`src/rtl/bp_master.sv`:
```
// bp_master: BytePipe initiator. Takes one read or write request, sends
// the command byte (plus a data byte for writes), then forwards the
// responder's reply bytes to a local consumer with a last flag.
// Optional feature macro: BPMASTER_BURST_EN. When it is defined, a read
// with a non-zero burst length first programs the responder's burst
// length register (address 0) and then collects N+1 reply bytes.
module bp_master #(
  parameter int TXN_CNT_W = 16
) (
  input  logic                 i_clk,
  input  logic                 i_rst,
  input  logic                 i_cg,
  input  logic                 i_req_valid,
  output logic                 o_req_ready,
  input  logic                 i_req_wr,
  input  logic [6:0]           i_req_addr,
  input  logic [7:0]           i_req_wrData,
  input  logic [7:0]           i_req_burstLen,
  output logic [7:0]           o_bp_data,
  output logic                 o_bp_valid,
  input  logic                 i_bp_ready,
  input  logic [7:0]           i_bp_data,
  input  logic                 i_bp_valid,
  output logic                 o_bp_ready,
  output logic [7:0]           o_rsp_data,
  output logic                 o_rsp_valid,
  output logic                 o_rsp_last,
  input  logic                 i_rsp_ready,
  output logic                 o_busy,
  output logic [TXN_CNT_W-1:0] o_txnCount
);

  typedef enum logic [2:0] {
    S_IDLE = 3'd0,
    S_CMD  = 3'd1,
    S_DATA = 3'd2,
    S_RSP  = 3'd3,
    S_BCMD = 3'd4,
    S_BLEN = 3'd5,
    S_BACK = 3'd6
  } state_t;

  state_t                r_state;
  state_t                w_next;
  logic                  r_wr;
  logic [6:0]            r_addr;
  logic [7:0]            r_wrData;
  logic [7:0]            r_rspRemain;
  logic [TXN_CNT_W-1:0]  r_txnCount;
  logic                  w_capture;
  logic                  w_accept;
  logic                  w_done;
  logic [7:0]            w_remainLoad;

  assign w_capture = (r_state == S_IDLE) && i_req_valid;
  // A reply byte is consumed only when both the responder and consumer agree.
  assign w_accept  = (r_state == S_RSP) && i_bp_valid && i_rsp_ready;
  assign w_done    = w_accept && (r_rspRemain == 8'd0);

`ifdef BPMASTER_BURST_EN
  logic [7:0] r_burstLen;
  logic       w_burst;

  assign w_burst      = !i_req_wr && (i_req_burstLen != 8'd0);
  assign w_remainLoad = w_burst ? i_req_burstLen : 8'd0;

  // Burst length is kept alongside the other captured request fields.
  always_ff @(posedge i_clk) begin
    if (i_cg && w_capture) r_burstLen <= i_req_burstLen;
  end
`else
  logic w_unused_burstLen;
  assign w_unused_burstLen = ^i_req_burstLen;
  assign w_remainLoad      = 8'd0;
`endif

  // Captured request fields; deliberately left out of reset.
  always_ff @(posedge i_clk) begin
    if (i_cg && w_capture) begin
      r_wr     <= i_req_wr;
      r_addr   <= i_req_addr;
      r_wrData <= i_req_wrData;
    end
  end

  // State register, reply-byte countdown and completed-transaction counter.
  always_ff @(posedge i_clk or posedge i_rst) begin
    if (i_rst) begin
      r_state     <= S_IDLE;
      r_rspRemain <= 8'd0;
      r_txnCount  <= '0;
    end else if (i_cg) begin
      r_state <= w_next;
      if (w_capture)     r_rspRemain <= w_remainLoad;
      else if (w_accept) r_rspRemain <= r_rspRemain - 8'd1;
      if (w_done)        r_txnCount  <= r_txnCount + 1'b1;
    end
  end

  // Next-state decode.
  always_comb begin
    w_next = r_state;
    case (r_state)
      S_IDLE: begin
        if (i_req_valid) begin
`ifdef BPMASTER_BURST_EN
          w_next = w_burst ? S_BCMD : S_CMD;
`else
          w_next = S_CMD;
`endif
        end
      end
      S_CMD:  if (i_bp_ready) w_next = r_wr ? S_DATA : S_RSP;
      S_DATA: if (i_bp_ready) w_next = S_RSP;
      S_RSP:  if (w_done)     w_next = S_IDLE;
`ifdef BPMASTER_BURST_EN
      S_BCMD: if (i_bp_ready) w_next = S_BLEN;
      S_BLEN: if (i_bp_ready) w_next = S_BACK;
      S_BACK: if (i_bp_valid) w_next = S_CMD;
`endif
      default: w_next = S_IDLE;
    endcase
  end

  // Output decode; o_bp_valid comes from state only, never from i_bp_ready.
  always_comb begin
    o_req_ready = 1'b0;
    o_busy      = 1'b1;
    o_bp_valid  = 1'b0;
    o_bp_data   = 8'd0;
    o_bp_ready  = 1'b0;
    o_rsp_valid = 1'b0;
    o_rsp_data  = 8'd0;
    o_rsp_last  = 1'b0;
    case (r_state)
      S_IDLE: begin
        o_req_ready = 1'b1;
        o_busy      = 1'b0;
      end
      S_CMD: begin
        o_bp_valid = 1'b1;
        o_bp_data  = {r_wr, r_addr};
      end
      S_DATA: begin
        o_bp_valid = 1'b1;
        o_bp_data  = r_wrData;
      end
      S_RSP: begin
        o_bp_ready  = i_rsp_ready;
        o_rsp_valid = i_bp_valid;
        o_rsp_data  = i_bp_data;
        o_rsp_last  = (r_rspRemain == 8'd0);
      end
`ifdef BPMASTER_BURST_EN
      S_BCMD: begin
        o_bp_valid = 1'b1;
        o_bp_data  = 8'h80;
      end
      S_BLEN: begin
        o_bp_valid = 1'b1;
        o_bp_data  = r_burstLen;
      end
      // The read-back of the burst length write is swallowed here.
      S_BACK: o_bp_ready = 1'b1;
`endif
      default: ;
    endcase
  end

  assign o_txnCount = r_txnCount;

endmodule

```
`config.mk`:
```
export PLATFORM = sky130hd
export DESIGN_NAME = bp_master
export DESIGN_NICKNAME = d
export VERILOG_FILES = /design/src/rtl/bp_master.sv
export SDC_FILE = /design/constraint.sdc
export NUM_CORES = 1
export LEC_CHECK = 0
export CAP_MARGIN = 0
export CORE_ASPECT_RATIO = 1.75
export CORE_MARGIN = 1
export CORE_UTILIZATION = 35
export DETAILED_ROUTE_END_ITERATION = 10
export PLACE_DENSITY_LB_ADDON = 0.3
export SLEW_MARGIN = 20
export SYNTH_ARGS = -nofsm -noshare
export SYNTH_HDL_FRONTEND = slang
export SYNTH_SLANG_ARGS = --single-unit
```
`constraint.sdc`:
```
create_clock -name i_clk -period 1.9 [get_ports i_clk]
set_input_delay 0.475 -clock i_clk [delete_from_list [all_inputs] [get_ports i_clk]]
set_output_delay 0.475 -clock i_clk [all_outputs]
set_load 0.05 [all_outputs]
```
==> results of run 1 <==
==> layer usage <==
metal  up-vias  part of all wire, %
met5         -                    0
met4         0                  1.9
met3         9                  4.0
met2        47                   59
met1       849                   36
li1        820                    -
==> stage by stage <==
stage	util, %	TNS (ns)	instances	worst slack, ns
after floorplan	-	0	177	0.0126
after global placement	57.8	-1.16	334	-0.154
after detailed placement	57.8	-1.35	334	-0.177
after CTS	63.7	-1.74	352	-0.126
after global routing	64.2	-2.83	354	-0.201
final	64.2	-1.77	354	-0.140
==> where the power goes <==
part / total (mW) / internal [mW] / switching [mW]
clock network: 0.854 / 0.527 / 0.327
logic: 3.66 / 1.90 / 1.75
registers: 1.23 / 1.08 / 0.145
total: 5.74 / 3.51 / 2.22
==> area by class of cell <==
| type | instances | area (µm²) |
|---|---|---|
| clock buffer | 5 | 68.8 |
| inverter | 9 | 41.3 |
| clock inverter | 3 | 68.8 |
| multi-input combinational | 121 | 1070 |
| fill | 445 | 2020 |
| timing repair buffer | 98 | 1140 |
| tap | 76 | 95.1 |
| sequential | 42 | 1130 |
==> repair_timing <==
| action | 4_1_cts | 5_1_grt |
|---|---|---|
| gates resized for setup | 26 | 2 |
| setup endpoints to repair | 19 | 30 |
| buffers inserted | 9 | 2 |
| pin swaps | 2 | 2 |
| hold buffers | 0 | 0 |
| cloned | 1 | 0 |
==> registers in the layout, indices dropped and copies added (netlist names) <==
| signal | cells |
|---|---|
| o_txnCount | 16 |
| r_wr | 1 |
| r_rspRemain | 8 |
| r_addr | 7 |
| r_wrData | 8 |
| r_state | 2 |
==> worst paths after layout <==
path                                                 start                    endpoint
worst min register to register  o_txnCount[15]$_DFFE_PP0P_  o_txnCount[15]$_DFFE_PP0P_
worst max-delay path                r_state[1]$_DFFE_PP0P_                o_bp_data[0]
max in group asynchronous                            i_rst  r_rspRemain[6]$_DFFE_PP0P_
worst max register to register  r_rspRemain[5]$_DFFE_PP0P_  o_txnCount[15]$_DFFE_PP0P_
min in group asynchronous                            i_rst  o_txnCount[11]$_DFFE_PP0P_
worst min-delay path            o_txnCount[15]$_DFFE_PP0P_  o_txnCount[15]$_DFFE_PP0P_
==> layout by cell type (no fill, tap or decap), types with 2 or more instances in the layout <==
cell,count
sky130_fd_sc_hd__and2_4,2
sky130_fd_sc_hd__edfxtp_1,16
sky130_fd_sc_hd__xor2_1,15
sky130_fd_sc_hd__buf_6,5
sky130_fd_sc_hd__xnor2_1,6
sky130_fd_sc_hd__nor2b_4,8
sky130_fd_sc_hd__ha_4,4
sky130_fd_sc_hd__nor3_1,5
sky130_fd_sc_hd__a22oi_2,8
sky130_fd_sc_hd__nor2_1,14
sky130_fd_sc_hd__nor4_2,4
sky130_fd_sc_hd__dfrtp_1,26
sky130_fd_sc_hd__and4_1,2
sky130_fd_sc_hd__a21oi_1,2
sky130_fd_sc_hd__and2_1,9
sky130_fd_sc_hd__bufinv_16,2
sky130_fd_sc_hd__clkbuf_8,5
sky130_fd_sc_hd__inv_1,5
sky130_fd_sc_hd__mux2_2,3
sky130_fd_sc_hd__clkdlybuf4s50_1,30
sky130_fd_sc_hd__o31ai_1,2
sky130_fd_sc_hd__inv_2,2
sky130_fd_sc_hd__buf_12,25
sky130_fd_sc_hd__clkinvlp_4,2
sky130_fd_sc_hd__nand3_1,8
sky130_fd_sc_hd__ha_1,4
sky130_fd_sc_hd__buf_4,38
sky130_fd_sc_hd__nand4_1,6
sky130_fd_sc_hd__nor4_1,2
sky130_fd_sc_hd__nand2_1,6
==> critical path: cells and delay by family, from the launching register on <==
kind          cells  cell delay (ns)
fa+ha+maj         1             0.28
buf+inv           4             0.42
flops             1             0.40
simple gates      1             0.16
==> cell families after synthesis <==
logic type      share of synthesized area (%)
flops                                    54.5
xor+xnor                                 8.87
mux                                      1.63
fa+ha+maj                                4.83
compound gates                           4.52
simple gates                             23.1
buf+inv                                  2.53
==> summary.txt, run 1 <==
=================================================================================================
Run status                                                                           complete, but fails checks
Violations in the final reports                                                      setup timing
Post-route minimum period                                                                 2.04 ns
Share of synthesized registers carrying an async set or reset                               61.9%
Deepest level of the CTS H-tree                                                                 2
CP endpoint kind                                                                     primary output
Initial antenna violation count                                                                 0
Area of all placed cells without fillers                                                 3610 µm²
Total I/O pin count                                                                            77
Number of nets produced by synthesis                                                          224
Most prevalent standard cell on the critical path                                    sky130_fd_sc_hd__buf_12
Clock latency reported for the late side of the worst-skew pair                           0.30 ns
Portion of the post-synthesis area used by sequential elements                              54.5%
Maximum vdd ir drop                                                                       1.04 mV
Diodes inserted                                                                                 0
HP Class                                                                                  reg2reg
Cell chosen for the clock root                                                       sky130_fd_sc_hd__clkbuf_8
Number of stages on the worst hold path                                                         1
First-pass iteration count of the detailed router                                               4
Number of synthesized register bits                                                            42
Transition time of the tightest slew-check pin                                           0.432 ns
Global routing's busiest layer                                                               met2
Max stage delay cell, worst path                                                     sky130_fd_sc_hd__dfrtp_1
Biggest area consumer among synthesized cells                                        sky130_fd_sc_hd__dfrtp_1
Number of distinct library cell variants in the gate-level netlist after synthesis             31
Synth top area share                                                                        31.4%
Die ar.                                                                                  6250 µm²
Largest cells by area after synthesis                                                sky130_fd_sc_hd__dfrtp_1, sky130_fd_sc_hd__edfxtp_1, sky130_fd_sc_hd__xor2_1
Gr ovfl total                                                                                   0
Arrival time of the worst setup path                                                      1.56 ns
Placed cell areas                                                                        3250 µm²
Worst rel slew slack                                                                        70.9%
Leakage dissipation                                                                       1.53 nW
RSZ-0062 raised after global routing                                                         true
Clock tree from TritonCTS                                                                    done
Chip Height                                                                                104 µm
Clk pin slew, worst setup/hold paths                                                      0.08 ns
Slowest cell delay on critical path                                                       0.40 ns
EDFF count, synth                                                                              16
Count of clock tree sinks                                                                      42
Warnings, synthesis                                                                             0
Final net count                                                                               324
Peak clock frequency supported by timing                                                  490 MHz
Die W                                                                                     60.2 µm
DPL Wire Length                                                                           3.68 mm
Total DRC errors in the routed layout                                                           0
ANT nets after route                                                                            0
Met3 layer usage reported by global route                                                   3.75%
Syn avg cell area                                                                        11.7 µm²
Routed wire length                                                                        5.33 mm
Synthesized instance count                                                                    177
Top flip-flop cell by instance count after synthesis                                 sky130_fd_sc_hd__dfrtp_1
Worst Setup Path Type                                                                     reg2out
Pin count of the biggest net entering global routing                                           27
Chain of cells forming the critical path                                             inv_2, buf_6, ha_4, buf_12, nor2b_4, buf_12
# rows                                                                                         36
Hold Fails Final Rpt                                                                            0
Number of failing setup endpoints in the final timing report                                   20
Longest Clk Path Bufs                                                                           2
Max_cap viols                                                                                   0
Vias in the first global route                                                               1874
Clock buffer count from CTS                                                                     5
Pins Over Slew Limit                                                                            0
All-Layer GR Usage                                                                          19.1%
Met1 Track Usage GR                                                                         20.0%
Kind of launch point of the worst setup path                                                 flop
Req. time, crit path                                                                      1.42 ns
Count of port buffers added during placement                                                   68
Setup slack of the worst register-to-register path                                        0.11 ns
First-pass GRT wire length                                                                8.93 mm
Design Power                                                                              5.74 mW
Count of routing violations after the opening detailed-route iteration                         26
Fraction of layout instances using a drive strength above 1                                 41.4%
Starting density of the core                                                                36.8%
Most numerous cell in the Yosys netlist                                              sky130_fd_sc_hd__dfrtp_1
Final worst setup slack                                                                 -0.140 ns
DR vias/cell                                                                                 4.87
Area growth from synthesis to final layout                                                  74.2%
Maximum fanout along the worst path                                                             5
Post-synth design cell area                                                              2070 µm²
Final routed wire length divided by cell count                                            15.0 µm
PwrDens                                                                               1590 nW/µm²
Final worst path period share                                                                107%
Via count                                                                                    1725
Gpl congestion                                                                              0.834
Final worst clock skew                                                                 0.00246 ns
Standard cell core area                                                                  5630 µm²
Tightest hold margin                                                                     0.509 ns
Top cells by instance count after synthesis                                          sky130_fd_sc_hd__dfrtp_1, sky130_fd_sc_hd__edfxtp_1, sky130_fd_sc_hd__xor2_1
Number of cells traversed by the worst register-to-register path                                6
Grt met2 use                                                                                34.9%
=================================================================================================
No activity file was read; power rests on OpenSTA's default activity.
==> run 2: changes to the inputs <==
--- a/config.mk
+++ b/config.mk
@@ -10,7 +10,9 @@
 export CORE_MARGIN = 1
 export CORE_UTILIZATION = 35
 export DETAILED_ROUTE_END_ITERATION = 10
+export MAX_ROUTING_LAYER = met4
 export PLACE_DENSITY_LB_ADDON = 0.3
+export RECOVER_POWER = 50
 export SLEW_MARGIN = 20
 export SYNTH_ARGS = -nofsm -noshare
 export SYNTH_HDL_FRONTEND = slang
==> run 2 against run 1 <==
The run still ends with setup timing left. First-iteration DRC count increased by 3.8%. Fmax about the same. Non-clock buffer count unchanged. Final cell count unchanged. Worst setup slack about the same. Largest cell class is now sequential cells. Clock skew increased by 0.00052 ns. Sequential power about the same. Clock power about the same. Highest routed layer unchanged.
==> summary.txt, run 2 (synthesis gave the netlist of run 1 again) <==
=====================================================================================
Worst rel slew slack                                                            55.8%   -15 points
Arrival time of the worst setup path                                          1.56 ns   about the same
Diodes inserted                                                                     0   unchanged
Most common cell after layout, fill and taps aside                       sky130_fd_sc_hd__buf_4
Area growth from synthesis to final layout                                      72.7%
Violations in the final reports                                          setup timing
Kind of launch point of the worst setup path                                     flop
Pin count of the biggest net entering global routing                               27   unchanged
DR vias/cell                                                                     4.88   about the same
Gpl congestion                                                                  0.846   +1.5%
Total Neg Setup Slack                                                        -1.76 ns   +0.0159 ns
Standard cell core area                                                      5630 µm²   unchanged
Final worst setup slack                                                     -0.140 ns   -0.0000870 ns
Hold Fails Final Rpt                                                                0   unchanged
All-Layer GR Usage                                                              19.6%   +0.54 points
PwrDens                                                                   1600 nW/µm²   +0.73%
Max_cap viols                                                                       0   unchanged
First-pass iteration count of the detailed router                                   6   +2
Worst Setup Path Type                                                         reg2out
ANT nets after route                                                                0   unchanged
Run status                                                               complete, but fails checks
Final worst clock skew                                                     0.00298 ns   +0.000525 ns
Maximum fanout along the worst path                                                 5   unchanged
Clk pin slew, worst setup/hold paths                                          0.08 ns   about the same
HP Class                                                                      reg2reg
Design Power                                                                  5.73 mW   -0.18%
Die ar.                                                                      6250 µm²   unchanged
Chip Height                                                                    104 µm   unchanged
Peak clock frequency supported by timing                                      490 MHz   about the same
Routed wire length                                                            5.32 mm   about the same
Die W                                                                         60.2 µm   unchanged
Final routed wire length divided by cell count                                15.0 µm   about the same
Starting density of the core                                                    36.8%   unchanged
RSZ-0062 raised after global routing                                             true
Final worst path period share                                                    107%   about the same
Clock buffer count from CTS                                                         5   unchanged
Most frequent cells in the layout                                        sky130_fd_sc_hd__buf_4, sky130_fd_sc_hd__dfrtp_1, sky130_fd_sc_hd__buf_12
Count of clock tree sinks                                                          42   unchanged
Pre-CTS setup slack                                                         -0.177 ns   unchanged
Clock latency reported for the late side of the worst-skew pair               0.30 ns   about the same
Final net count                                                                   324   unchanged
Leakage dissipation                                                           1.51 nW   -1.9%
First-pass GRT wire length                                                    8.94 mm   +0.16%
Transition time of the tightest slew-check pin                               0.663 ns   +0.231 ns
Total I/O pin count                                                                77   unchanged
Gr ovfl total                                                                       0   unchanged
Fraction of layout instances using a drive strength above 1                     38.5%   -2.9 points
Longest Clk Path Bufs                                                               2   unchanged
Via count                                                                        1726   +0.058%
Pins Over Slew Limit                                                                0   unchanged
# rows                                                                             36   unchanged
Maximum vdd ir drop                                                           1.04 mV   +0.19%
Post-route minimum period                                                     2.04 ns   +0.0000870 ns
Cell chosen for the clock root                                           sky130_fd_sc_hd__clkbuf_8
Utilization after layout                                                        63.6%   -0.58 points
CP endpoint kind                                                         primary output
Number of failing setup endpoints in the final timing report                       20   unchanged
Number of flip-flops in the largest register                                       16   unchanged
Count of routing violations after the opening detailed-route iteration             27   +3.8%
Req. time, crit path                                                          1.42 ns   about the same
Clock tree from TritonCTS                                                        done
Deepest level of the CTS H-tree                                                     2   unchanged
Count of port buffers added during placement                                       68   unchanged
Initial antenna violation count                                                     0   unchanged
Tightest hold margin                                                         0.497 ns   -0.0118 ns
Vias in the first global route                                                   1869   -0.27%
Number of hold-repair buffers added at the cts stage                                0   unchanged
Total DRC errors in the routed layout                                               0   unchanged
DPL Wire Length                                                               3.68 mm   unchanged
=====================================================================================
## run 2: changes by cell type in the layout (fill, tap and decap cells not counted), sizes merged
cell | previous run | this run
clkdlybuf4s50 | 30 | 13
dlygate4sd3 | 0 | 17
buf | 68 | 59
clkbuf | 5 | 14
## run 2: critical path, stage by stage, from the launching register on
cell and delay (ns):
sky130_fd_sc_hd__dfrtp_1 0.40, sky130_fd_sc_hd__inv_2 0.06, sky130_fd_sc_hd__buf_6 0.11, sky130_fd_sc_hd__ha_4 0.28
sky130_fd_sc_hd__buf_12 0.11, sky130_fd_sc_hd__nor2b_4 0.16, sky130_fd_sc_hd__buf_12 0.14
## run 2: path summary, 6_finish.rpt
kind	from	to	slack, ns	cells past startpoint
worst min register to register	o_txnCount[15]$_DFFE_PP0P_	o_txnCount[15]$_DFFE_PP0P_	0.50	1
min in group asynchronous	i_rst	o_txnCount[11]$_DFFE_PP0P_	0.79	3
worst max-delay path	r_state[1]$_DFFE_PP0P_	o_bp_data[0]	-0.14	6
max in group asynchronous	i_rst	r_rspRemain[6]$_DFFE_PP0P_	0.68	3
worst max register to register	r_rspRemain[5]$_DFFE_PP0P_	o_txnCount[15]$_DFFE_PP0P_	0.10	6
worst min-delay path	o_txnCount[15]$_DFFE_PP0P_	o_txnCount[15]$_DFFE_PP0P_	0.50	1
## run 2: layer usage
layer / GRT usage (%) / share of wire (%) / vias to the layer above
met3: 3.25 / 3.4 / 12
met4: 7.31 / 2.1 / 0
li1: - / - / 820
met1: 20.5 / 36 / 847
met5: - / 0 / -
met2: 34.9 / 59 / 47
## run 2: timing repair
item,in CTS,in global routing
setup buffers,9,2
resized for setup,26,2
setup endpoints to repair,19,30
gates cloned,1,0
pin swaps,2,2
hold endpoints to repair,0,0
## run 2: per-stage QoR
stage | std cells | cell area [µm²]
3_3_place_gp | 334 | 3250
2_1_floorplan | 177 | 2160
6_report | 354 | 3580
5_1_grt | 354 | 3580
3_5_place_dp | 334 | 3250
4_1_cts | 352 | 3590
## run 2: where the power goes
part           internal [mW]  leakage, nW  switching (mW)
Combinational           1.90        0.949            1.75
Clock                  0.527       0.0683           0.325
Sequential              1.08        0.488           0.146
## run 2: area by class of cell
type	count	area, µm²
timing repair buffer	98	1110
tap	76	95.1
fill	454	2050
multi-input combinational	121	1070
inverter	9	41.3
sequential	42	1130
clock inverter	3	68.8
clock buffer	5	68.8
==> run 3: changes to the inputs <==
--- a/config.mk
+++ b/config.mk
@@ -8,7 +8,7 @@
 export CAP_MARGIN = 0
 export CORE_ASPECT_RATIO = 1.75
 export CORE_MARGIN = 1
-export CORE_UTILIZATION = 35
+export CORE_UTILIZATION = 30
 export DETAILED_ROUTE_END_ITERATION = 10
 export MAX_ROUTING_LAYER = met4
 export PLACE_DENSITY_LB_ADDON = 0.3
==> constraint.sdc (replaced) <==
create_clock -name i_clk -period 2.2 [get_ports i_clk]
set_input_delay 0.55 -clock i_clk [delete_from_list [all_inputs] [get_ports i_clk]]
set_output_delay 0.55 -clock i_clk [all_outputs]
set_load 0.05 [all_outputs]
==> run 3 against run 2 <==
The flow now finishes without violations. Sequential share of layout area up 2.4 points. Critical path type unchanged. Largest power group unchanged. Non-clock buffer count fell by 18. Count of clock-buffer cells in the layout increased by 2. Wire length fell by 8.3%. Design area decreased by 6.6%.
==> summary.txt, run 3 (synthesis gave the netlist of run 1 again) <==
=====================================================================================
Total I/O pin count                                                                77   unchanged
Area growth from synthesis to final layout                                      61.2%
Crit path max-delay family                                               buffers and inverters
Count of clock tree sinks                                                          42   unchanged
Hold Crit Start                                                          o_txnCount[15]$_DFFE_PP0P_
Design Power                                                                  4.30 mW   -25%
Net switching share of the total power                                          40.0%   +1.2 points
DR vias/cell                                                                     4.61   -5.4%
Postcts setup bufs                                                                  0   -9
Deepest level of the CTS H-tree                                                     2   unchanged
Area of all placed cells without fillers                                     3340 µm²   -6.6%
Maximum fanout along the worst path                                                 6   +1
Sequential share of power                                                       25.2%   +3.8 points
Pin count of the biggest net entering global routing                               27   unchanged
Initial antenna violation count                                                     0   unchanged
Standard cell core area                                                      6590 µm²   +17%
Req. time, crit path                                                          1.65 ns   +0.23 ns
Via count                                                                        1577   -8.6%
All-Layer GR Usage                                                              14.9%   -4.7 points
Net switching power of the design                                             1.72 mW   -23%
Max stage delay cell, worst path                                         sky130_fd_sc_hd__clkdlybuf4s50_1
Vias in the first global route                                                   1687   -9.7%
Final net count                                                                   306   -5.6%
Count of port buffers added during placement                                       68   unchanged
End of the worst register-to-register path                               o_txnCount[14]$_DFFE_PP0P_
Max_cap viols                                                                       0   unchanged
RR Startpoint                                                            r_rspRemain[0]$_DFFE_PP0P_
Clock buffer count from CTS                                                         5   unchanged
Chain of cells forming the critical path                                 clkdlybuf4s50_1
Cell chosen for the clock root                                           sky130_fd_sc_hd__clkbuf_16
Maximum vdd ir drop                                                          0.625 mV   -40%
Slowest cell delay on critical path                                           0.84 ns   +0.44 ns
RSZ-0062 raised after global routing                                            false
CP endpoint kind                                                         primary output
Kind of launch point of the worst setup path                                     flop
Clock tree from TritonCTS                                                        done
Total buffers and inverters traversed by the critical path                          1   -3
Final worst clock skew                                                     0.00551 ns   +0.00252 ns
Die ar.                                                                      7260 µm²   +16%
Clk pin slew, worst setup/hold paths                                          0.06 ns   -0.02 ns
Transition time of the tightest slew-check pin                               0.648 ns   -0.0148 ns
Die W                                                                         64.9 µm   +7.7%
Utilization after layout                                                        50.8%   -13 points
Gr ovfl total                                                                       0   unchanged
DPL Wire Length                                                               3.65 mm   -0.79%
Longest Clk Path Bufs                                                               2   unchanged
Diodes inserted                                                                     0   unchanged
Part of the power in combinational logic                                        57.8%   -5.9 points
Sink of the worst hold path                                              o_txnCount[15]$_DFFE_PP0P_
HP Class                                                                      reg2reg
Setup slack of the worst register-to-register path                            0.33 ns   +0.23 ns
Number of failing setup endpoints in the final timing report                        0   -100%
Fraction of layout instances using a drive strength above 1                     25.0%   -13 points
Most frequent cells in the layout                                        sky130_fd_sc_hd__clkdlybuf4s50_1, sky130_fd_sc_hd__dfrtp_1, sky130_fd_sc_hd__buf_12
# rows                                                                             39   +8.3%
Levels on crit path                                                                 1   -5
PwrDens                                                                   1290 nW/µm²   -20%
ANT nets after route                                                                0   unchanged
Final worst path period share                                                   96.6%
Most common cell after layout, fill and taps aside                       sky130_fd_sc_hd__clkdlybuf4s50_1
Cell-internal power                                                           2.58 mW   -26%
Gpl congestion                                                                  0.790   -6.6%
Number of cells traversed by the worst register-to-register path                    7   +1
Post-route minimum period                                                     2.13 ns
Pins Over Slew Limit                                                                0   unchanged
Number of stages on the worst hold path                                             1   unchanged
Routed wire length                                                            4.88 mm   -8.3%
Clock latency reported for the late side of the worst-skew pair               0.28 ns   -0.02 ns
Tightest hold margin                                                         0.475 ns   -0.0214 ns
Peak clock frequency supported by timing                                      471 MHz
Count of routing violations after the opening detailed-route iteration             24   -11%
Pre-CTS setup slack                                                        -0.0184 ns   +0.158 ns
Final worst setup slack                                                     0.0747 ns   +0.215 ns
Placed cell areas                                                            3170 µm²   -2.4%
Fillcell total                                                                    599   +32%
Placed cell count                                                                 334   unchanged
Clock network fraction of total power                                           17.0%   +2.1 points
Flip-flop and latch area                                                     1130 µm²   +0.33%
Total Neg Setup Slack                                                            0 ns   +1.76 ns
Leakage dissipation                                                           1.37 nW   -8.7%
Total DRC errors in the routed layout                                               0   unchanged
Run status                                                               finished clean
Area of the multi-input gates                                                 955 µm²   -11%
Worst Setup Path Type                                                         reg2out
Hold Fails Final Rpt                                                                0   unchanged
Number of standard cells in the final layout excluding fillers                    342   -3.4%
Worst rel slew slack                                                            56.8%   +0.99 points
First-pass GRT wire length                                                    8.22 mm   -8.0%
Starting density of the core                                                    31.5%   -5.4 points
Chip Height                                                                    112 µm   +7.9%
First-pass iteration count of the detailed router                                   4   -2
Final routed wire length divided by cell count                                14.3 µm   -5.1%
Arrival time of the worst setup path                                          1.58 ns   +0.02 ns
Number of flip-flops in the largest register                                       16   unchanged
=====================================================================================
## run 3: per-layer routing
layer  GRT usage (%)  share of wire [%]
met3            3.18                4.0
met5               -                  0
met4            2.52               0.39
met1            17.0                 40
met2            26.4                 56
## run 3: final cells by class
| class | count | share of cell area, % |
|---|---|---|
| Timing Repair Buffer | 80 | 29.0 |
| Sequential cell | 42 | 33.9 |
| Tap cell | 82 | 3.07 |
| Clock buffer | 7 | 4.26 |
| Inverter | 9 | 1.01 |
| Clock inverter | 1 | 0.150 |
| Multi-Input combinational cell | 121 | 28.5 |
## run 3: how the worst max path moves through the flow
stage                               start                    endpoint  slack, ns
2_1_floorplan      r_state[0]$_DFFE_PP0P_                o_bp_data[0]      -0.01
3_3_place_gp                         i_cg  o_txnCount[14]$_DFFE_PP0P_       0.06
3_5_place_dp                         i_cg  o_txnCount[14]$_DFFE_PP0P_      -0.02
4_1_cts            r_state[1]$_DFFE_PP0P_                o_bp_data[1]       0.01
5_1_grt        r_rspRemain[0]$_DFFE_PP0P_                  o_rsp_last      0.004
6_report        o_txnCount[2]$_DFFE_PP0P_               o_txnCount[2]       0.07
## run 3: repair_timing
item | 4_1_cts | 5_1_grt
gates resized for setup | 7 | 5
setup endpoints to repair | 8 | 9
hold buffers | 0 | 0
## run 3: power groups by stage
stage | clock (mW) | sequential (mW) | combinational [mW]
final | 0.730 | 1.08 | 2.49
after global routing | 0.787 | 1.10 | 2.64
after CTS | 0.746 | 1.07 | 2.51
after detailed placement | 0 | 1.07 | 2.42
after global placement | 0 | 1.07 | 2.39
after floorplan | 0 | 1.10 | 1.27
